### src/rtl/gf180mcu_fd_sc_mcu9t5v0__bist_pkg.sv
// Shared types and constants for the 2-input cell BIST: FSM states, the Gray
// sweep order and truth tables of the supported cell families.
package gf180mcu_fd_sc_mcu9t5v0__bist_pkg;

  typedef enum logic [2:0] {
    IDLE,
    DRIVE,
    SETTLE,
    SAMPLE,
    DONE
  } state_t;

  // Packed {A2,A1} sweep, entry 0 in the low bits: 00, 01, 11, 10
  localparam logic [7:0] GRAY_SEQ = 8'b10_11_01_00;

  localparam logic [3:0] AND2_TT = 4'b1000;
  localparam logic [3:0] OR2_TT  = 4'b1110;
  localparam logic [3:0] XOR2_TT = 4'b0110;

  function automatic logic [1:0] gray_vec(input logic [1:0] idx);
    return GRAY_SEQ[{idx, 1'b0} +: 2];
  endfunction

endpackage

### src/rtl/gf180mcu_fd_sc_mcu9t5v0__bist_seq.sv
// Sweep sequencer: walks the Gray vector index, counts completed passes and
// flags the final vector of the final pass.
module gf180mcu_fd_sc_mcu9t5v0__bist_seq
  import gf180mcu_fd_sc_mcu9t5v0__bist_pkg::*;
#(
  parameter int PASSES = 4
) (
  input  logic       CLK,
  input  logic       RN,
  input  logic       clr,
  input  logic       adv,
  output logic [1:0] vec,
  output logic       last
);

  localparam int PW = (PASSES > 1) ? $clog2(PASSES) : 1;

  logic [1:0]    idx;
  logic [PW-1:0] pass_cnt;

  always_ff @(posedge CLK or negedge RN) begin
    if (!RN) begin
      idx      <= 2'd0;
      pass_cnt <= '0;
    end else if (clr) begin
      idx      <= 2'd0;
      pass_cnt <= '0;
    end else if (adv) begin
      idx <= idx + 2'd1;
      if (idx == 2'd3) begin
        pass_cnt <= pass_cnt + PW'(1);
      end
    end
  end

  assign vec  = gray_vec(idx);
  assign last = (idx == 2'd3) && (pass_cnt == PW'(PASSES - 1));

endmodule

### src/rtl/gf180mcu_fd_sc_mcu9t5v0__cell2_bist.sv
// BIST driver/checker for a 2-input combinational cell: sweeps A1/A2 in Gray
// order, samples Z after a settle window and tallies truth-table mismatches.
module gf180mcu_fd_sc_mcu9t5v0__cell2_bist
  import gf180mcu_fd_sc_mcu9t5v0__bist_pkg::*;
#(
  parameter logic [3:0] FUNC          = AND2_TT,
  parameter int         SETTLE_CYCLES = 2,
  parameter int         PASSES        = 4,
  parameter int         ERR_W         = 8
) (
  input  logic             CLK,
  input  logic             RN,
  input  logic             start,
  input  logic             abort,
  input  logic             Z,
  output logic             A1,
  output logic             A2,
  output logic             busy,
  output logic             done,
  output logic             pass,
  output logic [ERR_W-1:0] err_cnt,
  output logic [1:0]       fail_vec,
  output logic             fail_vld
);

  localparam int SW = (SETTLE_CYCLES > 1) ? $clog2(SETTLE_CYCLES) : 1;

  state_t        state;
  logic [SW-1:0] settle_cnt;
  logic [1:0]    vec;
  logic          last;
  logic          seq_clr;
  logic          seq_adv;
  logic          mismatch;

  assign seq_clr  = start && !abort && ((state == IDLE) || (state == DONE));
  assign seq_adv  = (state == SAMPLE) && !abort;
  assign mismatch = (Z != FUNC[{A2, A1}]);

  gf180mcu_fd_sc_mcu9t5v0__bist_seq #(
    .PASSES(PASSES)
  ) u_seq (
    .CLK (CLK),
    .RN  (RN),
    .clr (seq_clr),
    .adv (seq_adv),
    .vec (vec),
    .last(last)
  );

  // Abort has priority over everything, including a start in IDLE/DONE;
  // it keeps err_cnt/fail_vec so a cancelled run can still be inspected.
  always_ff @(posedge CLK or negedge RN) begin
    if (!RN) begin
      state      <= IDLE;
      settle_cnt <= '0;
      A1         <= 1'b0;
      A2         <= 1'b0;
      busy       <= 1'b0;
      done       <= 1'b0;
      pass       <= 1'b0;
      err_cnt    <= '0;
      fail_vec   <= 2'b00;
      fail_vld   <= 1'b0;
    end else if (abort) begin
      state <= IDLE;
      busy  <= 1'b0;
      done  <= 1'b0;
      pass  <= 1'b0;
      A1    <= 1'b0;
      A2    <= 1'b0;
    end else begin
      case (state)
        IDLE, DONE: begin
          if (start) begin
            state    <= DRIVE;
            busy     <= 1'b1;
            done     <= 1'b0;
            pass     <= 1'b0;
            err_cnt  <= '0;
            fail_vec <= 2'b00;
            fail_vld <= 1'b0;
          end
        end
        DRIVE: begin
          {A2, A1}   <= vec;
          settle_cnt <= '0;
          state      <= (SETTLE_CYCLES == 0) ? SAMPLE : SETTLE;
        end
        SETTLE: begin
          if (int'(settle_cnt) >= SETTLE_CYCLES - 1) begin
            state <= SAMPLE;
          end else begin
            settle_cnt <= settle_cnt + SW'(1);
          end
        end
        SAMPLE: begin
          if (mismatch) begin
            if (err_cnt != {ERR_W{1'b1}}) begin
              err_cnt <= err_cnt + ERR_W'(1);
            end
            if (!fail_vld) begin
              fail_vec <= {A2, A1};
              fail_vld <= 1'b1;
            end
          end
          if (last) begin
            state <= DONE;
            busy  <= 1'b0;
            done  <= 1'b1;
            pass  <= (err_cnt == '0) && !mismatch;
            A1    <= 1'b0;
            A2    <= 1'b0;
          end else begin
            state <= DRIVE;
          end
        end
        default: state <= IDLE;
      endcase
    end
  end

endmodule

### config.mk
export PLATFORM = sky130hd
export DESIGN_NAME = gf180mcu_fd_sc_mcu9t5v0__cell2_bist
export DESIGN_NICKNAME = d
export VERILOG_FILES = /design/src/rtl/gf180mcu_fd_sc_mcu9t5v0__bist_pkg.sv /design/src/rtl/gf180mcu_fd_sc_mcu9t5v0__bist_seq.sv /design/src/rtl/gf180mcu_fd_sc_mcu9t5v0__cell2_bist.sv
export SDC_FILE = /design/constraint.sdc
export NUM_CORES = 1
export LEC_CHECK = 0
export CORE_MARGIN = 2
export CORE_UTILIZATION = 59
export CTS_BUF_LIST = sky130_fd_sc_hd__clkbuf_8
export DETAILED_ROUTE_END_ITERATION = 10
export GPL_TIMING_DRIVEN = 0
export PLACE_DENSITY = 0.91
export SLEW_MARGIN = 20
export SYNTH_ARGS = -nofsm -noshare
export SYNTH_HDL_FRONTEND = slang
export SYNTH_SLANG_ARGS = --single-unit
### constraint.sdc
create_clock -name CLK -period 2.25 [get_ports CLK]
set_input_delay 0.225 -clock CLK [delete_from_list [all_inputs] [get_ports CLK]]
set_output_delay 0.225 -clock CLK [all_outputs]
set_load 0.02 [all_outputs]
==> results.txt <==
CTS tree: built
Seq/Total Area, Yosys: 45.76%
Adder-Cell Fraction of Synth Area: 3.813%
Remaining Overflow, GRT: 0
drt pass-1 iters: 4
worst endpoint data arrival time: 2.02 ns
pwr/cell area: 757.1 mW/mm²
minimum clock period: 1.828 ns
# rows: 17
Core ar.: 0.002148 mm²
layout cells sized above 1: 10.19%
post-synth net total: 142
setup bufs post-CTS: 0
dpl hpwl: 2234 µm
H-Tree Level Count: 1
Place WS: 0.2361 ns
post-synth cell types: 39
post-synth top area share: 45.76%
Reg clk slew, reported paths: 0.08 ns
Tightest Hold Check Type: primary input to async pin
Final GP Congestion: 0.8281
delay of the slowest cell on the worst path: 0.42 ns
Critical Path RT: 2.44 ns
most common cell in the netlist: dfrtp_1
post_cts resized: 0
slowest CP cell: nor4b_4
largest net degree at the start of global routing: 25
hold bufs inserted after CTS: 0
Critical Path End Type: flop
fin area: 0.001594 mm²
area leader, netlist: dfrtp_1
max-slew violation total from the final report: 0
Synth Area in Simple Gates: 24.02%
setup ws final: 0.4218 ns
Layout area overhead: 21.45%
antenna violations before repair: 0
relative max-transition margin: 64.38%
Tcrit/Tclk final: 81.25%
Die W: 51.17 µm
vias per cell: 6.103
Final ANT Viol Nets: 0
crit path max fanout: 10
Initial DRC Count: 35
post-synthesis cell count: 133
first-pass GRT wire length: 4885 µm
top cells by count, synth: dfrtp_1 (24), nand2_1 (18), a21oi_1 (10)
Core Util, Final: 74.20%
max frequency: 547.0 MHz
final setup violation count: 0
Finished Layout Cells: 185
Synth Area in XOR/XNOR: 2.002%
Port Buffers: 20
ranking of synthesized cells by area: dfrtp_1 (46%), nand2_1 (5.1%), a21oi_1 (3.8%)
worst clock skew: 0.002807 ns
VDD IR max: 0.6063 mV
Post-synth EDFFs: 0
Async SR Flop Fraction: 100.0%
GRT Total Usage: 25.57%
main combinational cell family by area after synthesis: simple AND/OR/NAND/NOR gates
Worst Path Class, Setup: flop to flop
clock sinks: 24
via count: 1129
Nets: 168
chip height: 51.17 µm
post-synthesis compound-gate area fraction: 14.68%
Yosys warnings: 0
Critical Path Start Type: flop
Setup TNS: 0 ns
Mapped Area: 0.001313 mm²
Worst-Margin Slew: 0.5343 ns
dpl cells: 181
num ports: 21
Max-cap violations: 0
mux contribution to synthesized area: 3.813%
cells along the critical path: buf_6 -> nor4b_4 -> nor2_2 -> nor4_1 -> mux2i_1
Die ar.: 0.002618 mm²
RSZ-0062 raised after global routing: false
vias in the first global route: 1110
clock root buffer: clkbuf_8
Final Hold Vio Count: 0
DP Area: 0.001548 mm²
Initial Util: 61.09%
Lkg Pwr: 0.6565 nW
clk buf depth: 2
status: completed
most common flop cell mapped by yosys: dfrtp_1
DRC: 0
WL final: 2994 µm
latest clock arrival within the worst-skew pair: 0.26 ns
register bit total from synthesis: 24
Post-Syn Area per Cell: 9.868 µm²
Antenna Cells: 0
routed len/inst: 16.18 µm
Num CTS Buffers: 3
-- path summary, 6_finish.rpt --
check,start,end,slack [ns],cells past startpoint
max,state[0],err_cnt[7],0.42,5
min,RN,done,0.47,2
max reg2reg,state[0],err_cnt[7],0.42,5
min reg2reg,fail_vec[0],fail_vec[0],0.51,1
max in group asynchronous,RN,u_seq.idx[1],1.42,2
min in group CLK,fail_vec[0],fail_vec[0],0.51,1
-- placed cells by master (no fill, tap or decap), types with 4 or more instances in the layout --
| cell | count |
|---|---|
| mux2i_1 | 5 |
| a21oi_1 | 10 |
| inv_1 | 6 |
| nand2_1 | 18 |
| ha_1 | 4 |
| dfrtp_1 | 24 |
| clkdlybuf4s50_1 | 19 |
| nand3_1 | 9 |
| nor2_1 | 9 |
-- through the flow --
step           hold WS, ns  total power [mW]
5_1_grt             0.4969             1.267
2_1_floorplan     -0.07059            0.8275
3_5_place_dp        0.4877            0.9624
3_3_place_gp        0.4820            0.9334
4_1_cts             0.5115             1.212
6_report            0.4736             1.207
-- where the power goes --
group	total (mW)	switching (mW)	internal, mW
Clock	0.248	0.129	0.120
Combinational	0.433	0.251	0.182
Sequential	0.525	0.0464	0.479
-- per-layer routing --
layer / GRT usage [%] / wire [µm] / vias up
met1: 30.96 / 1266 / 541
met5: 0 / 0 / -
met3: 4.678 / 137 / 12
met2: 42.42 / 1493 / 47
li1: - / - / 529
met4: 14.86 / 97 / 0
-- state kept, by name (all words and copies together), names as in the netlist --
| signal | cells |
|---|---|
| state | 3 |
| err_cnt | 8 |
| u_seq.idx | 2 |
| u_seq.pass_cnt | 2 |
| busy | 1 |
| A1 | 1 |
| A2 | 1 |
| done | 1 |
| fail_vld | 1 |
| settle_cnt | 1 |
| pass | 1 |
| fail_vec | 2 |
-- area by class of cell --
class,instances,area (µm²)
sequential,24,600.6
inverter,6,22.52
multi-input combinational,96,634.4
tap,28,35.03
fill,161,554.3
clock buffer,3,41.29
buffer,7,55.05
timing repair buffer,21,205.2
-- worst max-delay path, delay by kind of cell, from the launching register on --
kind / cells / cell delay (ns)
buf+inv: 1 / 0.14
simple gates: 3 / 1.00
flops: 1 / 0.38
mux: 1 / 0.23
-- cells by family (layout without fill, tap and decap cells) --
| kind of cell | Yosys count | in the layout |
|---|---|---|
| simple gates | 57 | 57 |
| compound gates | 27 | 27 |
| flops | 24 | 24 |
| buf+inv | 13 | 37 |
| mux | 5 | 5 |
| fa+ha+maj | 4 | 4 |
| xor+xnor | 3 | 3 |
Note: power is estimated with default switching activity, not from simulation.
